File: src/rtl/if_id_skid_reg.sv
// IF/ID pipeline register with an optional one-entry skid buffer, flush/stall
// control from fc, and a saturating count of payloads killed by flush.
module if_id_skid_reg #(
  parameter int unsigned       DATA_W  = 64,
  parameter logic [DATA_W-1:0] RST_VAL = '0,
  parameter bit                SKID_EN = 1'b1,
  parameter int unsigned       CNT_W   = 16
) (
  input  logic              clk,
  input  logic              rst_n,
  input  logic              in_valid_i,
  output logic              in_ready_o,
  input  logic [DATA_W-1:0] in_data_i,
  output logic              out_valid_o,
  input  logic              out_ready_i,
  output logic [DATA_W-1:0] out_data_o,
  input  logic              fc_flush_btype_flag_i,
  input  logic              fc_flush_jtype_flag_i,
  input  logic              fc_stall_flag_i,
  output logic [CNT_W-1:0]  discard_cnt_o
);

  localparam logic [1:0] S_EMPTY = 2'd0;
  localparam logic [1:0] S_HALF  = 2'd1;
  localparam logic [1:0] S_FULL  = 2'd2;

  logic [1:0]        state, state_nx;
  logic [DATA_W-1:0] main_q, main_nx;
  logic [DATA_W-1:0] skid_q, skid_nx;
  logic [CNT_W-1:0]  cnt_q, cnt_nx;
  logic              flush, stall, push, pop;
  logic [1:0]        held;
  logic [CNT_W+1:0]  cnt_sum;

  assign flush = fc_flush_btype_flag_i | fc_flush_jtype_flag_i;
  assign stall = fc_stall_flag_i;

  assign out_valid_o = (state != S_EMPTY) & ~flush & ~stall;
  assign out_data_o  = (state != S_EMPTY) ? main_q : RST_VAL;

  // Without the skid entry, a held payload can only be replaced in the same
  // cycle it is consumed, so readiness depends on out_ready_i.
  assign in_ready_o = (SKID_EN ? (state != S_FULL)
                               : ((state == S_EMPTY) | out_ready_i)) & ~flush & ~stall;

  assign push = in_valid_i & in_ready_o;
  assign pop  = out_valid_o & out_ready_i;

  assign held    = (state == S_FULL) ? 2'd2 : (state == S_HALF) ? 2'd1 : 2'd0;
  assign cnt_sum = {2'b00, cnt_q} + {{CNT_W{1'b0}}, held};

  always_comb begin
    state_nx = state;
    main_nx  = main_q;
    skid_nx  = skid_q;
    cnt_nx   = cnt_q;
    if (flush) begin
      state_nx = S_EMPTY;
      main_nx  = RST_VAL;
      skid_nx  = RST_VAL;
      cnt_nx   = (cnt_sum[CNT_W+1:CNT_W] != 2'b00) ? '1 : cnt_sum[CNT_W-1:0];
    end else if (!stall) begin
      case (state)
        S_EMPTY: begin
          if (push) begin
            main_nx  = in_data_i;
            state_nx = S_HALF;
          end
        end
        S_HALF: begin
          if (push && pop) begin
            main_nx = in_data_i;
          end else if (push && SKID_EN) begin
            skid_nx  = in_data_i;
            state_nx = S_FULL;
          end else if (pop) begin
            main_nx  = RST_VAL;
            state_nx = S_EMPTY;
          end
        end
        S_FULL: begin
          if (pop) begin
            main_nx  = skid_q;
            skid_nx  = RST_VAL;
            state_nx = S_HALF;
          end
        end
        default: begin
          state_nx = S_EMPTY;
          main_nx  = RST_VAL;
          skid_nx  = RST_VAL;
        end
      endcase
    end
  end

  always_ff @(posedge clk or negedge rst_n) begin
    if (!rst_n) begin
      state  <= S_EMPTY;
      main_q <= RST_VAL;
      skid_q <= RST_VAL;
      cnt_q  <= '0;
    end else begin
      state  <= state_nx;
      main_q <= main_nx;
      skid_q <= skid_nx;
      cnt_q  <= cnt_nx;
    end
  end

  assign discard_cnt_o = cnt_q;

endmodule

File: config.mk
export PLATFORM = sky130hd
export DESIGN_NAME = if_id_skid_reg
export DESIGN_NICKNAME = d
export VERILOG_FILES = /design/src/rtl/if_id_skid_reg.sv
export SDC_FILE = /design/constraint.sdc
export NUM_CORES = 1
export LEC_CHECK = 0
export ABC_AREA = 1
export CAP_MARGIN = 20
export CORE_MARGIN = 5
export CORE_UTILIZATION = 35
export DETAILED_ROUTE_END_ITERATION = 8
export PLACE_DENSITY = 0.69
export SETUP_SLACK_MARGIN = 0.15
export SLEW_MARGIN = 10
export SYNTH_ARGS = -nofsm -noshare
export SYNTH_HDL_FRONTEND = slang
export SYNTH_SLANG_ARGS = --single-unit
File: constraint.sdc
create_clock -name clk -period 2.7 [get_ports clk]
set_input_delay 0.54 -clock clk [delete_from_list [all_inputs] [get_ports clk]]
set_output_delay 0.54 -clock clk [all_outputs]
set_load 0.02 [all_outputs]
# After elaboration in Yosys (flattened, before gate mapping)
# Cells that the tools add are included.
[classes]
n_addsub = 1
eq_ne = 12
n_mux = 24
bitwise_logic = 9
n_reduce_logical = 7
[op_table]
columns = ["op", "count"]
rows = [
  ["64-bit two-way mux", 11],
  ["64-bit case mux with 3 select lines", 2],
  ["16-bit by 2-bit adder with 17-bit output", 1],
  ["16-bit two-way mux", 1],
  ["2-bit two-way mux", 8],
  ["5-bit AND reduction", 3],
  ["3-bit != test (second input constant)", 4],
  ["4-bit by 3-bit != test with 1-bit output (second input constant)", 2],
  ["1-bit bitwise AND", 6],
  ["2-bit case mux with 3 select lines", 1],
  ["2-bit != test (second input constant)", 2],
  ["4-bit != test (second input constant)", 1],
  ["2-bit nonzero test", 2],
  ["2-bit by 1-bit equality test with 1-bit output (second input constant)", 1],
  ["2-bit equality test (second input constant)", 1],
  ["2-bit logical NOT", 1],
  ["2-bit by 1-bit != test with 1-bit output (second input constant)", 1],
  ["1-bit NOT", 2],
  ["1-bit logical AND", 1],
  ["1-bit two-way mux", 1],
  ["1-bit bitwise OR", 1],
]
[word_totals]
register_bits = 146
in_bits = 71
out_inout_bits = 82

# Depth between registers and ports, before layout
[logic_depth]
ltp_word = 11
depth_mapped = 15

# Least setup slack after synthesis
# Ideal clock, no wire load.
[synth_path]
kind = "flip-flop to flip-flop"
startpoint = "reg state[1]"
endpoint = "reg cnt_q[13] (netlist: discard_cnt_o[13])"
setup_time_ps = 70
t_arrival_ps = 2412
required_time_ps = 2630
setup_slack_ps = 217
stages_incl_launch_ff = 16
period_less_slack_ps = 2483
path_cell_list = "dfrtp_1 > inv_2 > nand2_1 > inv_1 > clkbuf_1 > ha_1 > inv_1 > fa_1 > inv_1 > nand2_1 > nor2_1 > nand4_1 > inv_1 > nand2_1 > clkbuf_1 > nand3_1"
[synth_between]
elab_chain_len = 6
elab_cells_between_ends = 7
[synth_lines]
columns = ["element", "line", "text"]
rows = [
  ["from (decl)", "27", "logic [1:0] state, state_nx;"],
  ["from (signal assigned)", "104", "state <= state_nx;"],
  ["2-bit by 1-bit equality test with 1-bit output", "49", "assign held = (state == S_FULL) ? 2'd2 : (state == S_HALF) ? 2'd1 : 2'd0;"],
  ["1-bit two-way mux", "49", ""],
  ["2-bit two-way mux *", "49", ""],
  ["16-bit by 2-bit adder with 17-bit output *", "50", "assign cnt_sum = {2'b00, cnt_q} + {{CNT_W{1'b0}}, held};"],
  ["2-bit nonzero test", "61", "cnt_nx = (cnt_sum[CNT_W+1:CNT_W] != 2'b00) ? '1 : cnt_sum[CNT_W-1:0];"],
  ["16-bit two-way mux *", "61", ""],
  ["to (signal assigned)", "107", "cnt_q <= cnt_nx;"],
  ["to (decl)", "30", "logic [CNT_W-1:0] cnt_q, cnt_nx;"],
]
# Mark *: on every way between the ends. The rest lies on a longest branch, timed or not.
# A chain may end at the register's enable or synchronous reset.

# Worst setup path after layout
[layout_path]
startpoint = "reg state[0]"
endpoint = "out out_data_o[50]"
[layout_between]
elab_chain_len = 2
[layout_lines]
columns = ["element", "line", "text"]
rows = [
  ["2-bit nonzero test", "39", "assign out_data_o = (state != S_EMPTY) ? main_q : RST_VAL;"],
  ["64-bit two-way mux", "39", ""],
  ["to (decl)", "16", "output logic [DATA_W-1:0] out_data_o,"],
]
# Every way passes these cells.

==> flow_metrics.tcl <==
set metrics [dict create \
    clock_latency_ns 0.42 \
    grt.met1_usage_pct 23.62 \
    drv_slew 0 \
    endpoint_kind "output port" \
    syn_area_per_cell_um2 6.918 \
    finalClockSkew_ns 0.007412 \
    drc 0 \
    die_x_um 158.5 \
    setup_viol 0 \
    crit_arrival_ns 2.07 \
    clk_path_buf_depth 2 \
    cp-start-kind "register" \
    synth-compound-area-share_pct 0.8435 \
    syn_to_final_growth_pct 33.53 \
    chipHeight_um 158.5 \
    busiest_layer "met2" \
    core_um2 21760 \
    fmax_mhz 383.5 \
    synth_common_cells "nand2_1 (559), dfrtp_1 (146), nand3_1 (143)" \
    min_period_over_period_pct 96.57 \
    drt-total-wl_um 21200 \
    drv_cap 0 \
    cts_sinks 146 \
    synth_top_family_by_area "simple AND/OR/NAND/NOR gates" \
    rows 54 \
    status "complete, no violations" \
    synthArstFlopShare_pct 100.0 \
    dr_total_vias 7286 \
    wl_per_cell_um 13.71 \
    power.static_leakage_nw 5.761 \
    yosys_warnings 0 \
    final_util_pct 47.34 \
    powerDensity_nw_per_um2 559.2 \
    synth-xor-area-share_pct 0.5677 \
    crit_required_ns 2.16 \
    layout-drive-gt1-share_pct 6.082 \
    use_met2_pct 27.35 \
    synthFlopType "dfrtp_1" \
    p_comb_share_pct 17.1 \
    antenna-diode-count 0 \
    hpwl_um 13400 \
    hold_viol 0 \
    synth.mux.area_fraction_pct 0 \
    dieArea_um2 25110 \
    port_buffers 152 \
    peakVddDrop_mv 0.5065 \
    netlist_instances 1115 \
    syn-cell-area_um2 7714 \
    ios 153 \
    tightest_slew_ns 0.9554 \
    cts_root_buf "clkbuf_16" \
    dr.pass1.iters 4 \
    intPower_mw 4.119 \
    nets 1327 \
    swShare_pct 28.49 \
    start_util_pct 35.46 \
    track_usage_pct 16.98 \
    pwr-share-clk_pct 41.3 \
    syn-num-nets 1189 \
    synthSimpleGateAreaFrac_pct 42.22 \
    antenna_found_initial 0 \
    synth_top_cells_by_area "dfrtp_1 (47%), nand2_1 (27%), nand3_1 (9.3%), inv_1 (4.2%), nor2_1 (3.8%)" \
    path_clk_slew_ns 0.06 \
    critPathMaxFanout 30 \
    gp_congestion 0.7766 \
    vias_per_cell 4.713 \
    synth_fa_ha_area_share_pct 0.5839 \
    hold_path_class "in -> async" \
    overflow 0 \
    netSwitchingPower_mw 1.641 \
    maxSlewHeadroom_pct 36.24 \
    synth.most_common_cell "nand2_1" \
    first_global_vias 7032 \
    drtIter0Drc 450 \
    ant_nets 0 \
    synth_area_leader_cell "dfrtp_1" \
    grt_max_degree 67 \
    ys_seq_elements 146 \
    synth_edf_count 0 \
    rsz0062_at_grt "yes" \
    cts_buffers 17 \
    met3_usage_pct 3.479 \
    netlist.area_leader.share_pct 47.36 \
    total_power_mw 5.760 \
    cts-htree-levels 4 \
    grt_pass1_wl_um 34760 \
    period_minus_slack_ns 2.607 \
    yosysUniqueCellTypes 23 \
    seqPwrFrac_pct 41.5 \
    path_class "reg -> out" \
    post_cts_buffers 0 \
    seq_area_frac_synth_pct 47.36 \
    cts_tree "built" \
]
[placed cells by master, fill, tap and decap left out, types with 16 or more instances in the layout]
master,n
dlymetal6s2s_1,31
nand2_1,557
dfrtp_1,146
buf_4,18
nor2_1,76
clkdlybuf4s50_1,104
clkbuf_16,17
nand3_1,143
inv_1,83
dlygate4sd2_1,16
[path summary, 6_finish.rpt]
path,endpoint,slack [ns],cells past startpoint,startpoint
worst max-delay path,out_data_o[50],0.09,6,state[0]
worst min-delay path,main_q[25],0.15,1,rst_n
worst max register to register,discard_cnt_o[13],0.37,13,state[1]
worst min register to register,skid_q[53],0.47,2,skid_q[53]
max in group asynchronous,main_q[49],1.83,2,rst_n
min in group clk,skid_q[53],0.47,2,skid_q[53]
[area by class of cell]
type                    instances  area (um^2)
fillers                      2188        11460
flip-flops and latches        146         3654
multi-input cells             818         3446
repair buffers                180         1916
clock buffers                  21        460.4
well taps                     280        350.3
inverters                      90        345.3
clock inverters                11        128.9
[flip-flops by register name, indices dropped and copies added, names as in the netlist]
signal         count
discard_cnt_o     16
skid_q            64
main_q            64
state              2
[per-layer routing]
metal | up-vias | routed length (um)
li1 | 3683 | -
met1 | 3393 | 9865
met2 | 197 | 9829
met3 | 13 | 1348
met4 | 0 | 157
met5 | - | 0
[power groups by stage]
| stage | Combinational [mW] | Clock (mW) | Sequential, mW |
|---|---|---|---|
| after floorplan | 0.469 | 0 | 2.46 |
| after global placement | 0.987 | 0 | 2.42 |
| after detailed placement | 1.00 | 0 | 2.43 |
| after CTS | 1.00 | 2.43 | 2.39 |
| after global routing | 1.10 | 2.53 | 2.41 |
| final | 0.987 | 2.38 | 2.39 |
[cells by family after synthesis]
logic type / count (synthesis)
buf+inv: 152
simple gates: 796
fa+ha+maj: 3
xor+xnor: 5
compound gates: 13
flops: 146
[repair_timing]
action	4_1_cts	5_1_grt
hold buffers	0	0
endpoints found under the setup margin	66	86
resized for setup	20	34
gates cloned	0	1
hold endpoints to repair	0	0
pin swaps	0	1
[per-stage QoR]
stage	hold slack, ns	setup slack (ns)	setup TNS, ns	instance area, um^2	cells
6_report	0.1456	0.09272	0	10300	1546
3_3_place_gp	0.4532	-0.09986	-2.721	9629	1513
5_1_grt	0.1936	-0.01339	-0.05995	10300	1546
3_5_place_dp	0.4584	-0.1696	-4.503	9629	1513
2_1_floorplan	0.2444	0.2174	0	7714	1115
4_1_cts	0.1562	0.05049	0	10210	1545
[critical path, cell delays in order, from the launching register on]
cell,delay (ns)
dfrtp_1,0.41
inv_2,0.10
nand2_2,0.13
inv_8,0.22
buf_12,0.19
nor2_1,0.05
clkdlybuf4s50_1,0.54
Power figures use the tool's default switching activity.
==> RTL change 1: new RTL, same settings <==
`DATA_W`: 64 -> 72.
--- a/src/rtl/if_id_skid_reg.sv
+++ b/src/rtl/if_id_skid_reg.sv
@@ -2,5 +2,5 @@
 // control from fc, and a saturating count of payloads killed by flush.
 module if_id_skid_reg #(
-  parameter int unsigned       DATA_W  = 64,
+  parameter int unsigned       DATA_W  = 72,
   parameter logic [DATA_W-1:0] RST_VAL = '0,
   parameter bit                SKID_EN = 1'b1,
Interface: changed (resized in_data_i and out_data_o); port bits go from 153 to 169. The function was not compared with the original's and may differ.
==> RTL change 1 against the original RTL <==
Sequential cell count is 16 higher. Design area is 8.8% higher. Setup slack worse by 0.038 ns. Clock power is 2% higher. Global-route usage is 0.87 points higher. Routed wire length is 16% higher. Power is 5.8% higher. Synthesized area is 11% higher. Critical path type unchanged.
==> RTL change 1: results (changes against the original RTL) <==
stage,metric,value,unit,change
synthesis,dominant cells by area after synthesis,"dfrtp_1 (47%), nand2_1 (27%), nand3_1 (9.1%)",,"was dfrtp_1 (47%), nand2_1 (27%), nand3_1 (9.3%)"
cts,number of CTS-inserted buffers,17,,unchanged
grt,met3 usage,3.64,%,was 3.48%
timing,Layout Skew,0.00841,ns,was 0.00741 ns
route,Pre-Repair DR Iteration Count,5,,was 4
timing,worst-margin pin slew,0.901,ns,was 0.955 ns
power,Lkg Pwr,6.25,nW,was 5.76 nW
synthesis,sequential element share of the synthesized area,47.4,%,about the same
status,outcome,completed,,unchanged
critical_path,r2r setup slk,0.37,ns,about the same
grt,antenna violations before repair,1,,was 0
cts,worst-skew pair later-pin latency,0.42,ns,about the same
placed_design,Placer Congestion,0.807,,was 0.777
cells_and_area,ratio of cells with drive above 1 in the final layout,5.58,%,was 6.08%
critical_path,crit-path max cell delay,0.53,ns,
placed_design,PortBufs,168,,was 152
synthesis,Synth Area per Inst,6.89,sq um,was 6.92 sq um
cells_and_area,nets,1467,,was 1327
synthesis,Synth cell types,27,,was 23
route,drt initial violations,516,,was 450
synthesis,asr flop ratio synth,100,%,unchanged
critical_path,WS Path Type,register to output pin,,unchanged
grt,pin count of the biggest net entering global routing,75,,was 67
critical_path,crit path to,out_data_o[48],,was out_data_o[50]
cells_and_area,Finished Layout Cells,1723,,was 1546
placed_design,pre-CTS setup slack,0.128,ns,was -0.170 ns
route,Routed WL,24.6,mm,was 21.2 mm
synthesis,Post-synth top cells,"nand2_1 (611), dfrtp_1 (162), nand3_1 (155)",,"was nand2_1 (559), dfrtp_1 (146), nand3_1 (143)"
critical_path,"CP delay by family, top",buffers and inverters,,unchanged
grt,Global Route Usage Sum,17.8,%,was 17.0%
critical_path,"Max FO, Critical Path",44,,was 30
route,M1 WL,11.4,mm,was 9.87 mm
power,Internal,4.28,mW,was 4.12 mW
synthesis,Syn Nets,1322,,was 1189
route,top routing layer in use,met5,,was met4
power,Clock Power Share,39.8,%,was 41.3%
placed_design,Post-DP HPWL,15.3,mm,was 13.4 mm
grt,met2 track demand over resource,29.8,%,was 27.3%
power,combinational gate power,1.04,mW,was 987 uW
placed_design,Post-DP Area,10600,sq um,was 9630 sq um
placed_design,placed cells,1688,,was 1513
route,met2 routed wirelength,11.6,mm,was 9.83 mm
cts,clk root buf,clkbuf_16,,unchanged
power,VDD IR-drop max,0.350,mV,was 0.507 mV
route,WL met3,1.25,mm,was 1.35 mm
cts,clk slew on worst S/H paths,0.07,ns,
synthesis,yosys warns,0,,unchanged
critical_path,RR Endpoint,discard_cnt_o[11],,was discard_cnt_o[13]
grt,first-pass GRT wire length,41.5,mm,was 34.8 mm
grt,met1 Track Usage GR,23.6,%,about the same
power,Overall Power,6.09,mW,was 5.76 mW
critical_path,CP arrival,2.11,ns,was 2.07 ns
grt,vias in the first global route,8080,,was 7032
route,drt via density,4.74,,was 4.71
timing,hold_ws,0.0897,ns,was 0.146 ns
==> RTL change 1: cell types whose count changed after synthesis, sizes merged, moves of 8 or more <==
cell / change
a22o: +8
nand3: +14
nand2: +53
nor2: +16
inv: +17
dfrtp: +16
==> RTL change 1: kinds of logic (layout without fill, tap and decap cells) <==
kind of cell	Yosys count	count (layout)	share of synthesized area, %
AO/OA/AOI/OAI	23	23	1.73
XOR/XNOR	4	4	0.410
adder cells (fa/ha/maj)	3	3	0.527
buffers and inverters	174	332	8.29
flip-flops	162	162	47.4
other	0	1	0
AND/OR/NAND/NOR	874	874	41.6
==> RTL change 1: what timing repair did <==
action,4_1_cts,5_1_grt
gates cloned,0,0
buffers inserted,2,0
setup endpoints to repair,67,37
resized for setup,58,23
==> RTL change 1: layout make-up <==
class,count,area [sq um]
Fill cell,2431,13000
Sequential cell,162,4050
Multi-Input combinational cell,904,3800
Timing Repair Buffer,193,1960
Clock buffer,18,439
Inverter,107,407
Tap cell,324,405
Clock inverter,14,143
Antenna cell,1,2.50
==> RTL change 2: new RTL, config.mk and constraints unchanged <==
Without the edit above. Register the output `discard_cnt_o` once more, cleared by the reset; this adds one clock of latency there. The other outputs are not delayed to match.
--- a/src/rtl/if_id_skid_reg.sv
+++ b/src/rtl/if_id_skid_reg.sv
@@ -109,5 +109,11 @@
   end
 
-  assign discard_cnt_o = cnt_q;
+  always_ff @(posedge clk or negedge rst_n) begin
+    if (!rst_n) begin
+      discard_cnt_o <= '0;
+    end else begin
+      discard_cnt_o <= cnt_q;
+    end
+  end
 
 endmodule
Check against the original RTL: not equivalent (Yosys sat finds a counterexample within 4 cycles, from zero or initial values and one cycle with rst_n low).
==> RTL change 2 against the original RTL <==
Synthesized area grew 16%. Design area rose by 11%. First-iteration DRC count is 13% higher. Sequential power up 15%. Critical path depth decreased by 1. Sequential cell count increased by 16. Routed wire length is 15% higher. Setup slack improved by 0.15 ns. Hold slack better by 0.27 ns. Power increased by 14%.
==> RTL change 2: results (changes against the original RTL) <==
stage,metric,value,unit,change
status,outcome,completed,,unchanged
power,power per cell area,578,nW/um^2,was 559 nW/um^2
route,vias post-DR,8099,,was 7286
synthesis,Syn Nets,1352,,was 1189
cts,number of CTS-inserted buffers,17,,unchanged
route,Pre-Repair DR Iteration Count,5,,was 4
critical_path,CP arrival,1.92,ns,was 2.07 ns
cts,worst-skew pair later-pin latency,0.43,ns,
synthesis,Synth cell types,28,,was 23
min_path,WHS Path Cells,0,,
timing,Layout Skew,0.0132,ns,was 0.00741 ns
synthesis,Main synth FF type,dfrtp_1,,unchanged
grt,first-pass GRT wire length,40.6,mm,was 34.8 mm
route,Routed WL,24.4,mm,was 21.2 mm
critical_path,crit-path max cell delay,0.60,ns,was 0.54 ns
critical_path,reg-to-reg startpoint,state[1],,unchanged
synthesis,Synth Instances,1278,,was 1115
timing,worst-margin pin slew,0.801,ns,was 0.955 ns
power,Lkg Pwr,5.84,nW,was 5.76 nW
route,drt initial violations,509,,was 450
placed_design,Post-DP HPWL,15.4,mm,was 13.4 mm
placed_design,Post-DP Area,10800,sq um,was 9630 sq um
critical_path,"Max FO, Critical Path",5,,was 30
power,VDD IR-drop max,0.497,mV,was 0.507 mV
synthesis,asr flop ratio synth,100,%,unchanged
grt,antenna violations before repair,1,,was 0
cells_and_area,ratio of cells with drive above 1 in the final layout,5.67,%,was 6.08%
synthesis,dominant cells by area after synthesis,"dfrtp_1 (45%), nand2_1 (21%), inv_1 (6.2%)",,"was dfrtp_1 (47%), nand2_1 (27%), nand3_1 (9.3%)"
timing,hold_ws,0.417,ns,was 0.146 ns
min_path,HP Class,register to register,,was primary input to asynchronous set/reset pin
critical_path,RR Endpoint,skid_q[30],,was discard_cnt_o[13]
route,drt wl/cell,14.0,um,was 13.7 um
timing,sum of negative setup slack,0,ns,unchanged
min_path,Min-Delay Endpoint,discard_cnt_o[15],,
cells_and_area,Layout fillers,2526,,was 2188
placed_design,Placer Congestion,0.797,,was 0.777
power,Seq power,2.76,mW,was 2.39 mW
grt,vias in the first global route,7975,,was 7032
synthesis,sequential element share of the synthesized area,45.3,%,was 47.4%
critical_path,Worst R2R Path Depth,10,,was 13
grt,pin count of the biggest net entering global routing,92,,was 67
grt,Global Route Usage Sum,17.1,%,was 17.0%
cts,clk root buf,clkbuf_16,,unchanged
placed_design,pre-CTS setup slack,0.196,ns,was -0.170 ns
power,Clock Power Share,40.1,%,was 41.3%
cells_and_area,nets,1473,,was 1327
power,Net Sw Frac,28.8,%,was 28.5%
placed_design,PortBufs,152,,unchanged
cells_and_area,biggest regs,"main_q: 64 flops, skid_q: 64 flops",,
cts,H-tree Lvls,4,,unchanged
cells_and_area,post-route core utilization,45.2,%,was 47.3%
critical_path,r2r setup slk,0.36,ns,
synthesis,Post-synth top cells,"nand2_1 (493), dfrtp_1 (162), inv_1 (148)",,"was nand2_1 (559), dfrtp_1 (146), nand3_1 (143)"
## RTL change 2: logic make-up after synthesis
| family | Yosys count | synth area share, % |
|---|---|---|
| adders and majority gates | 3 | 0.503 |
| buffers and inverters | 230 | 10.9 |
| and+or+nand+nor | 737 | 33.0 |
| DFF | 162 | 45.3 |
| AOI/OAI and AO/OA | 139 | 9.64 |
| xor gates and xnor gates | 7 | 0.684 |
## RTL change 2: area by class of cell
class | instances | share of cell area [%]
antenna | 1 | 0.0220
clock buffer | 18 | 3.86
clock inverter | 13 | 1.73
inverter | 154 | 5.10
multi-input combinational | 886 | 34.6
sequential | 162 | 35.6
tap | 330 | 3.63
timing repair buffer | 178 | 15.4
## RTL change 2: timing repair
item | 4_1_cts | 5_1_grt
pin swaps | 0 | 0
setup buffers | 0 | 0
hold buffers | 1 | 0
hold endpoints to repair | 1 | 0
endpoints found under the setup margin | 57 | 28
gates resized for setup | 59 | 1
gates cloned | 1 | 0
## RTL change 2: routing by layer
metal / vias up / global-route usage (%) / wire [um]
met1: 3759 / 22.6 / 11300
met4: 0 / 5.00 / 381
met5: - / 0 / 0
li1: 4133 / - / -
met3: 26 / 3.04 / 1040
met2: 181 / 28.8 / 11700
## RTL change 2: worst max-delay path by stage
| stage | cells after the start | to | from | slack (ns) |
|---|---|---|---|---|
| final | 5 | in_ready_o | fc_stall_flag_i | 0.24 |
| after global routing | 10 | skid_q[5] | state[1] | 0.17 |
| after CTS | 6 | out_data_o[50] | state[0] | 0.16 |
| after detailed placement | 9 | cnt_q[13] | fc_flush_btype_flag_i | 0.20 |
| after global placement | 5 | in_ready_o | fc_stall_flag_i | 0.23 |
| after floorplan | 11 | cnt_q[14] | state[1] | 0.22 |
